### src/rtl/jk_rr_arbiter_pkg.sv
// +--------------------------------------------------------------------------+
// | Module      : jk_rr_arbiter_pkg                                           |
// | Description : JK command encodings, default sizes, lock FSM state type    |
// |               and the per-bit JK next-state helper.                       |
// | Revision    : 1.0 - initial release                                       |
// +--------------------------------------------------------------------------+
`default_nettype none

package jk_rr_arbiter_pkg;

    localparam logic [1:0] JK_HOLD = 2'b00;
    localparam logic [1:0] JK_CLR  = 2'b01;
    localparam logic [1:0] JK_SET  = 2'b10;
    localparam logic [1:0] JK_TGL  = 2'b11;

    localparam int DEFAULT_NUM_REQ = 4;
    localparam int DEFAULT_WIDTH   = 8;

    typedef enum logic [0:0] {
        ST_UNLOCKED = 1'b0,
        ST_LOCKED   = 1'b1
    } lock_state_e;

    function automatic logic jk_next(input logic cur, input logic j, input logic k);
        logic nxt;
        case ({j, k})
            JK_HOLD: nxt = cur;
            JK_CLR:  nxt = 1'b0;
            JK_SET:  nxt = 1'b1;
            default: nxt = ~cur;
        endcase
        return nxt;
    endfunction

endpackage

`default_nettype wire

### src/rtl/jk_rr_arbiter_if.sv
// +--------------------------------------------------------------------------+
// | Module      : jk_rr_arbiter_if                                            |
// | Description : Requester-side bundle of the JK round-robin arbiter.        |
// |               Optional macro JK_ARB_LOCK_EN adds the lock vector.         |
// | Revision    : 1.0 - initial release                                       |
// +--------------------------------------------------------------------------+
`default_nettype none

interface jk_rr_arbiter_if
    import jk_rr_arbiter_pkg::*;
#(
    parameter int NUM_REQ = DEFAULT_NUM_REQ,
    parameter int WIDTH   = DEFAULT_WIDTH
);
    localparam int IDW = $clog2(NUM_REQ);

    logic [NUM_REQ-1:0]       req;
    logic [NUM_REQ*WIDTH-1:0] j_bus;
    logic [NUM_REQ*WIDTH-1:0] k_bus;
`ifdef JK_ARB_LOCK_EN
    logic [NUM_REQ-1:0]       lock;
`endif
    logic [NUM_REQ-1:0]       gnt;
    logic [IDW-1:0]           gnt_id;
    logic                     gnt_valid;
    logic [WIDTH-1:0]         q;

`ifdef JK_ARB_LOCK_EN
    modport master (output req, j_bus, k_bus, lock, input gnt, gnt_id, gnt_valid, q);
    modport slave  (input req, j_bus, k_bus, lock, output gnt, gnt_id, gnt_valid, q);
`else
    modport master (output req, j_bus, k_bus, input gnt, gnt_id, gnt_valid, q);
    modport slave  (input req, j_bus, k_bus, output gnt, gnt_id, gnt_valid, q);
`endif

endinterface

`default_nettype wire

### src/rtl/jk_cell.sv
// +--------------------------------------------------------------------------+
// | Module      : jk_cell                                                     |
// | Description : One JK storage bit with synchronous reset and enable.       |
// | Revision    : 1.0 - initial release                                       |
// +--------------------------------------------------------------------------+
`default_nettype none

module jk_cell
    import jk_rr_arbiter_pkg::*;
(
    input  wire logic clk,
    input  wire logic rst,
    input  wire logic en,
    input  wire logic j,
    input  wire logic k,
    output logic      q
);

    logic q_q;
    logic q_d;

    always_comb begin
        q_d = q_q;
        if (en) begin
            q_d = jk_next(q_q, j, k);
        end
    end

    always_ff @(posedge clk) begin
        if (rst) begin
            q_q <= 1'b0;
        end else begin
            q_q <= q_d;
        end
    end

    assign q = q_q;

endmodule

`default_nettype wire

### src/rtl/jk_rr_arbiter.sv
// +--------------------------------------------------------------------------+
// | Module      : jk_rr_arbiter                                               |
// | Description : Round-robin arbiter applying one requester's J/K vectors    |
// |               per cycle to a shared JK register. Optional macro           |
// |               JK_ARB_LOCK_EN adds owner locking.                          |
// | Revision    : 1.0 - initial release                                       |
// +--------------------------------------------------------------------------+
`default_nettype none

module jk_rr_arbiter
    import jk_rr_arbiter_pkg::*;
#(
    parameter int NUM_REQ = DEFAULT_NUM_REQ,
    parameter int WIDTH   = DEFAULT_WIDTH
) (
    input  wire logic      clk,
    input  wire logic      rst,
    jk_rr_arbiter_if.slave bus
);

    localparam int IDW = $clog2(NUM_REQ);

    logic [IDW-1:0]     ptr_q, ptr_d;
    logic [NUM_REQ-1:0] gnt_q, gnt_d;
    logic [IDW-1:0]     gnt_id_q, gnt_id_d;
    logic               gnt_valid_q, gnt_valid_d;

    logic [NUM_REQ-1:0] w_eligible;
    logic               w_found;
    logic [IDW-1:0]     w_win;
    logic [IDW-1:0]     w_win_inc;
    logic [WIDTH-1:0]   w_j_sel;
    logic [WIDTH-1:0]   w_k_sel;
    logic [WIDTH-1:0]   w_q;

    // Index arithmetic modulo NUM_REQ, which need not be a power of two.
    function automatic logic [IDW-1:0] wrap_add(input logic [IDW-1:0] base, input int off);
        int s;
        s = int'(base) + off;
        if (s >= NUM_REQ) begin
            s = s - NUM_REQ;
        end
        return IDW'(s);
    endfunction

`ifdef JK_ARB_LOCK_EN
    lock_state_e    state_q, state_d;
    logic [IDW-1:0] owner_q, owner_d;

    always_comb begin
        w_eligible = bus.req;
        if (state_q == ST_LOCKED) begin
            w_eligible          = '0;
            w_eligible[owner_q] = bus.req[owner_q];
        end
    end
`else
    assign w_eligible = bus.req;
`endif

    always_comb begin
        w_found = 1'b0;
        w_win   = '0;
        for (int o = 0; o < NUM_REQ; o++) begin
            if (!w_found && w_eligible[wrap_add(ptr_q, o)]) begin
                w_found = 1'b1;
                w_win   = wrap_add(ptr_q, o);
            end
        end
    end

    assign w_win_inc = wrap_add(w_win, 1);

    always_comb begin
        w_j_sel = '0;
        w_k_sel = '0;
        for (int n = 0; n < NUM_REQ; n++) begin
            if (w_win == IDW'(n)) begin
                w_j_sel = bus.j_bus[n*WIDTH +: WIDTH];
                w_k_sel = bus.k_bus[n*WIDTH +: WIDTH];
            end
        end
    end

    generate
        for (genvar i = 0; i < WIDTH; i++) begin : g_bit
            jk_cell u_cell (
                .clk (clk),
                .rst (rst),
                .en  (w_found),
                .j   (w_j_sel[i]),
                .k   (w_k_sel[i]),
                .q   (w_q[i])
            );
        end
    endgenerate

    always_comb begin
        ptr_d       = ptr_q;
        gnt_d       = '0;
        gnt_id_d    = gnt_id_q;
        gnt_valid_d = 1'b0;
        if (w_found) begin
            gnt_d[w_win] = 1'b1;
            gnt_id_d     = w_win;
            gnt_valid_d  = 1'b1;
            ptr_d        = w_win_inc;
        end
`ifdef JK_ARB_LOCK_EN
        state_d = state_q;
        owner_d = owner_q;
        if (state_q == ST_UNLOCKED) begin
            if (w_found && bus.lock[w_win]) begin
                state_d = ST_LOCKED;
                owner_d = w_win;
                ptr_d   = ptr_q;
            end
        end else begin
            // Pointer stays frozen while locked and resumes just past the owner.
            ptr_d = ptr_q;
            if (!bus.lock[owner_q]) begin
                state_d = ST_UNLOCKED;
                ptr_d   = wrap_add(owner_q, 1);
            end
        end
`endif
    end

    always_ff @(posedge clk) begin
        if (rst) begin
            ptr_q       <= '0;
            gnt_q       <= '0;
            gnt_id_q    <= '0;
            gnt_valid_q <= 1'b0;
`ifdef JK_ARB_LOCK_EN
            state_q     <= ST_UNLOCKED;
            owner_q     <= '0;
`endif
        end else begin
            ptr_q       <= ptr_d;
            gnt_q       <= gnt_d;
            gnt_id_q    <= gnt_id_d;
            gnt_valid_q <= gnt_valid_d;
`ifdef JK_ARB_LOCK_EN
            state_q     <= state_d;
            owner_q     <= owner_d;
`endif
        end
    end

    assign bus.gnt       = gnt_q;
    assign bus.gnt_id    = gnt_id_q;
    assign bus.gnt_valid = gnt_valid_q;
    assign bus.q         = w_q;

endmodule

`default_nettype wire

### src/flat_wrapper.sv
// flat-port wrapper written by rule: the top's interface ports become plain ports
module jk_rr_arbiter_flat import jk_rr_arbiter_pkg::*;
#(
    parameter int NUM_REQ = DEFAULT_NUM_REQ,
    parameter int WIDTH   = DEFAULT_WIDTH
)
  (clk, rst, bus_req, bus_j_bus, bus_k_bus, bus_gnt, bus_gnt_id, bus_gnt_valid, bus_q);
  jk_rr_arbiter_if #(.NUM_REQ(NUM_REQ), .WIDTH(WIDTH)) bus_i ();
  input  wire logic clk;
  input  wire logic rst;
  input wire logic [$bits(bus_i.req)-1:0] bus_req;
  input wire logic [$bits(bus_i.j_bus)-1:0] bus_j_bus;
  input wire logic [$bits(bus_i.k_bus)-1:0] bus_k_bus;
  output wire logic [$bits(bus_i.gnt)-1:0] bus_gnt;
  output wire logic [$bits(bus_i.gnt_id)-1:0] bus_gnt_id;
  output wire logic [$bits(bus_i.gnt_valid)-1:0] bus_gnt_valid;
  output wire logic [$bits(bus_i.q)-1:0] bus_q;
  assign bus_i.req = bus_req;
  assign bus_i.j_bus = bus_j_bus;
  assign bus_i.k_bus = bus_k_bus;
  assign bus_gnt = bus_i.gnt;
  assign bus_gnt_id = bus_i.gnt_id;
  assign bus_gnt_valid = bus_i.gnt_valid;
  assign bus_q = bus_i.q;
  jk_rr_arbiter #(.NUM_REQ(NUM_REQ), .WIDTH(WIDTH)) u_core (.clk(clk), .rst(rst), .bus(bus_i));
endmodule
### config.mk
export PLATFORM = sky130hd
export DESIGN_NAME = jk_rr_arbiter_flat
export DESIGN_NICKNAME = d
export VERILOG_FILES = /design/src/rtl/jk_rr_arbiter_pkg.sv /design/src/rtl/jk_rr_arbiter_if.sv /design/src/rtl/jk_cell.sv /design/src/rtl/jk_rr_arbiter.sv /design/src/flat_wrapper.sv
export SDC_FILE = /design/constraint.sdc
export NUM_CORES = 1
export LEC_CHECK = 0
export ABC_CLOCK_PERIOD_IN_PS = 3380
export BUFFER_PORTS_ARGS = -buffer_cell sky130_fd_sc_hd__buf_2
export CAP_MARGIN = 25
export CORE_ASPECT_RATIO = 0.75
export CORE_MARGIN = 2
export CORE_UTILIZATION = 45
export DETAILED_ROUTE_END_ITERATION = 10
export GPL_ROUTABILITY_DRIVEN = 0
export GPL_TIMING_DRIVEN = 0
export PLACE_DENSITY = 0.8
export SETUP_SLACK_MARGIN = 0.1
export SYNTH_ARGS = -nofsm -noshare
export SYNTH_HDL_FRONTEND = slang
export SYNTH_SLANG_ARGS = --single-unit
### constraint.sdc
create_clock -name clk -period 3.38 [get_ports clk]
set_input_delay 0.169 -clock clk [delete_from_list [all_inputs] [get_ports clk]]
set_output_delay 0.169 -clock clk [all_outputs]
set_load 0.1 [all_outputs]
== After elaboration in Yosys (flattened, before gate mapping) ==
Index checks and enable logic that the tools add are counted.

* Add/subtract/negate cells: 9
* $lt $le $gt $ge: 11
* Equal/unequal tests: 19
* Muxes and demuxes: 40
* Bitwise gates (word level): 17
* Reduce and logical (&&, ||, !) cells: 25

{| class="wikitable"
|+ Operators with widths
! cell !! count
|-
| two-way mux 8 bit || 8
|-
| case mux 1 bit (3 select lines) || 8
|-
| equality test 2 bit, second input constant || 10
|-
| equality test 2 x 1 -> 1 bit, second input constant || 9
|-
| zero test 2 bit || 9
|-
| two-way mux 2 bit || 9
|-
| NOT 1 bit || 17
|-
| AND reduction 2 bit || 8
|-
| < comparator 2 x 3 -> 1 bit, second input constant || 5
|-
| greater-or-equal comparator 3 bit, second input constant || 4
|-
| two-way mux 1 bit || 10
|-
| subtractor 2 x 1 -> 2 bit, second input constant || 5
|-
| binary-select mux 1 bit (select 2 bit) || 4
|-
| adder 2 x 1 -> 3 bit, second input constant || 2
|-
| adder 2 x 2 -> 3 bit, second input constant || 2
|-
| logical AND 1 bit || 4
|-
| greater-or-equal comparator 2 x 3 -> 1 bit, second input constant || 1
|-
| zero test 1 bit || 3
|-
| demux 1 bit (select 2 bit) || 1
|-
| greater-or-equal comparator 2 x 1 -> 1 bit, second input constant || 1
|-
| OR reduction 2 bit || 1
|}

* Register bits: 17
* Input bits: 70
* Output and inout port bits: 15
* Logic and storage cells: 133

== Longest topological paths before layout ==
* Depth in word-level cells: 22
* Gate-level depth with buffers: 14
* Depth with buffers taken out: 12

== Cells and area by module ==
A second synthesis with hierarchy kept.

* Cell total of the unflattened synthesis: 199
* Area total of the unflattened synthesis: 1,640.3 µm²

{| class="wikitable"
|+ Modules (own cells, without submodules)
! module !! times used !! cells each !! area an instance (µm²) !! seq. area each (µm²)
|-
| jk_rr_arbiter || 1 || 119 || 919.6 || 180.2
|-
| jk_cell || 8 || 10 || 90.1 || 20.0
|}

== Least setup slack after synthesis ==
No wires, ideal clock.

* Path type: reg-to-reg
* From: register u_core.ptr_q[1]
* To: register u_core.g_bit[1].u_cell.q_q
* Library setup time: 0.070 ns
* Data arrival time: 2.617 ns
* Data required time: 3.310 ns
* Path slack: 0.693 ns
* Stages on the path, launching flop included: 14
* Buffers on the path: 2
* Clock period less this slack: 2.687 ns
* Cells stage by stage: dfxtp_1 a21oi_1 o21a_1 o22ai_1 ha_1 buf_2 clkbuf_1 nand2_1 o21ai_0 a22oi_1 ha_1 nor2_1 or4_1 a21oi_1

* Longest elaborated chain between the ends: 22
* Elaborated cells between the ends (all ways): 55
* Those cells by class: 7 x add/sub; 4 x order compare; 5 x eq/ne; 29 x mux; 1 x bitwise; 9 x reduce/logical

{| class="wikitable"
|+ Ends and longest elaborated chain
! element !! line !! text
|-
| start: declaration || jk_rr_arbiter.sv:23 || <nowiki>logic [IDW-1:0] ptr_q, ptr_d;</nowiki>
|-
| start signal: assignment || jk_rr_arbiter.sv:140 || <nowiki>ptr_q <= ptr_d;</nowiki>
|-
| branches (longest 22 deep; another with adder 2 x 1 -> 3 bit) || -- ||
|-
| end signal: assignment || jk_cell.sv:33 || <nowiki>q_q <= q_d;</nowiki>
|-
| end: declaration || jk_cell.sv:19 || <nowiki>logic q_q;</nowiki>
|}

Several ways; the timed one is not identified. The select of a mux whose other input is x is not followed.
A chain may end at the register's enable or synchronous reset.

== Worst setup path after layout ==
* From: register u_core.ptr_q[1]
* To: register u_core.g_bit[1].u_cell.q_q

* Longest elaborated chain between the ends: 22
* Elaborated cells between the ends (all ways): 55
* Those cells by class: 7 x add/sub; 4 x order compare; 5 x eq/ne; 29 x mux; 1 x bitwise; 9 x reduce/logical

{| class="wikitable"
|+ Ends and longest elaborated chain
! element !! line !! text
|-
| branches (longest 13 deep; another with adder 2 x 1 -> 3 bit) || -- ||
|-
| two-way mux 2 bit (*) || jk_rr_arbiter.sv:65 || <nowiki>if (!w_found && w_eligible[wrap_add(ptr_q, o)]) begin</nowiki>
|-
| named net u_core.w_win[0] || jk_rr_arbiter.sv:30 || <nowiki>logic [IDW-1:0] w_win;</nowiki>
|-
| branches (longest 8 deep; another with two-way mux 8 bit) || -- ||
|}

Mark *: on every way through the listed nets, which the timed path passes. The select of a mux whose other input is x is not followed.

==> impl_metrics.ini <==
[hold_path]
hp-class = input port to flip-flop

[synth]
syn-num-nets = 319
syn_avg_cell_area_sq_um = 7.05
syn_inst = 229
synth.distinct_cells = 26
synth-seq-area-share = 0.211
syn_area_sq_um = 1610
ys_warn_count = 0
synth.ff_latch_count = 17

[drt]
met1Wirelength_mm = 2.13
drt_iter0_markers = 116
met3_length_um = 379
drtPass1Iterations = 4
top_layer = met4
ant_nets = 0
viasPerCell = 5.22
routed_wl_mm = 4.61
drc = 0
wl_met2_mm = 2.09
avgRoutedWirePerCell_um = 12.9
routed-via-count = 1858

[sta]
tns_ns = 0
slew_headroom = 0.611
worst_slew_pin_slew_ns = 0.583
fin_crit_sh = 0.898
maxSlewViolCount = 0
final_hold_viol_count = 0
fmax_mhz = 330
rsz0062_at_grt = false
fin_crit_ns = 3.03
skew_ns = 0.00508
setup_viol = 0

[cts]
clk_latency_ns = 0.26
tritoncts = yes
cts-resized-gates = 0
clk_pin_slew_worst_paths_ns = 0.08
post_cts_buffers = 0
cts_made_buffers = 3
clock_path_buffers = 2
numClockSinks = 17
cts_root_buf = clkbuf_8
ctsHoldBuffers = 0
h-tree-depth = 1

[floorplan]
dieArea_sq_um = 4090
coreArea_sq_um = 3360
die_h_um = 55.9
initial_utilization = 0.481
fp-row-count = 18
io_pins = 85
die_w_um = 73.2

[finish]
design_area_sq_um = 2130
syn_to_final_growth_pct = 32.2
drive_gt1_frac = 0.326
multi_input_area_sq_um = 1050
final_common_cell = buf_2
final_net_count = 407
register_area_sq_um = 340
mostFrequentLayoutCells = buf_2 (86), a21oi_1 (44), inv_1 (27)
stdcell_count = 356
n_antenna_cell = 0
nFillCells = 320

[placed_design]
placed_cells = 353
dpl-instance-area_sq_um = 2080
io_buffers = 84
hpwlAfterDp_mm = 3.53

[critical_path]
rrSetupSlack_ns = 0.35
end_kind = flip-flop
worst-endpoint-arrival_ns = 3.23
worstPathRequired_ns = 3.57
slowest_stage = clkbuf_1
start_kind = flip-flop
crit_type = flip-flop to flip-flop
crit_fanout = 10
cp_cell_sequence = nand2b_1, a21o_1, o221a_2, inv_1, ha_1, clkbuf_1, clkbuf_1, a21oi_1, o21ai_0, a22oi_1, ha_1, nor2_1, or4_1, a21oi_1
crit_path_max_incr_delay_ns = 0.42

[grt]
grt_overflow = 0
track_usage = 0.224
antenna_found_initial = 0
grt_pass1_vias = 1635
grt_max_degree = 11
grt_pass1_wl_mm = 7.28

[run]
cap_violations = 0

[pwr]
p_per_area_nw_per_um2 = 761
power_leakage_nw = 1.17
max-vdd-ir-drop_v = 0.000485

[outcome]
status = finished, final reports clean
-- final timing paths --
kind / depth (start not counted) / from / to
worst min-delay path: 2 / rst / u_core.g_bit[1].u_cell.q
worst max register to register: 14 / u_core.ptr_q[1] / u_core.g_bit[1].u_cell.q
worst min register to register: 2 / u_core.bus.gnt_id[1] / u_core.bus.gnt_id[1]
worst max-delay path: 14 / u_core.ptr_q[1] / u_core.g_bit[1].u_cell.q
-- logic make-up after synthesis --
logic type      after synthesis  share of synthesized area
flops                        17                      0.211
mux                           9                     0.0558
fa+ha+maj                    20                      0.155
simple gates                 51                      0.147
compound gates               82                      0.291
buf+inv                      50                      0.141
-- final cells by class --
type / instances / area share
multi-input combinational: 162 / 0.493
timing repair buffer: 84 / 0.197
sequential: 17 / 0.159
buffer: 22 / 0.0580
inverter: 27 / 0.0475
tap: 40 / 0.0234
clock buffer: 3 / 0.0193
clock inverter: 1 / 0.00234
-- sequential cells by signal (all words and copies together) (netlist names) --
register	cells
u_core.bus.gnt_id	2
u_core.bus.gnt_valid	1
u_core.g_bit.u_cell.q	8
u_core.ptr_q	2
u_core.bus.gnt	4
-- where the power goes --
part	switching, mW	total (mW)	internal (mW)
registers	0.0451	0.309	0.263
logic	0.794	1.15	0.361
clock network	0.0785	0.160	0.0819
-- critical path: cells and delay by family (launching register included) --
family          cells  cell delay, ns
buf+inv             3            0.76
simple gates        3            0.60
compound gates      6            0.74
fa+ha+maj           2            0.50
flops               1            0.37
-- Yosys cell counts --
cell | count | area share
a211oi_1 | 1 | 0.0047
a21o_1 | 1 | 0.0047
a21oi_1 | 44 | 0.14
a22o_1 | 1 | 0.0054
a22oi_1 | 15 | 0.070
and2_1 | 4 | 0.016
buf_2 | 2 | 0.0062
buf_4 | 8 | 0.037
buf_6 | 1 | 0.0070
clkbuf_1 | 12 | 0.028
dfxtp_1 | 17 | 0.21
ha_1 | 20 | 0.16
inv_1 | 27 | 0.063
mux2i_1 | 9 | 0.056
nand2_1 | 19 | 0.044
nand2b_1 | 1 | 0.0039
nand3_1 | 7 | 0.022
nor2_1 | 17 | 0.040
nor2b_1 | 1 | 0.0039
nor4_4 | 1 | 0.013
o21a_1 | 1 | 0.0047
o21ai_0 | 16 | 0.050
o221a_2 | 1 | 0.0070
o22ai_1 | 1 | 0.0039
o31ai_1 | 1 | 0.0047
or4_1 | 1 | 0.0047
-- stage by stage --
stage	utilization	setup slack (ns)	hold WS [ns]	total power, mW
after floorplan	-	0.693	0.238	1.26
after global placement	0.621	0.245	0.397	1.44
after detailed placement	0.621	0.215	0.396	1.46
after CTS	0.635	0.198	0.124	1.62
after global routing	0.636	0.129	0.131	1.74
final	0.636	0.346	0.125	1.62
-- per-layer routing --
metal  vias up  global-route usage
met5         -                   0
met4         0              0.0370
met3         2              0.0435
met2        76               0.360
met1       831               0.311
li1        949                   -
Note: power is estimated with default switching activity, not from simulation.
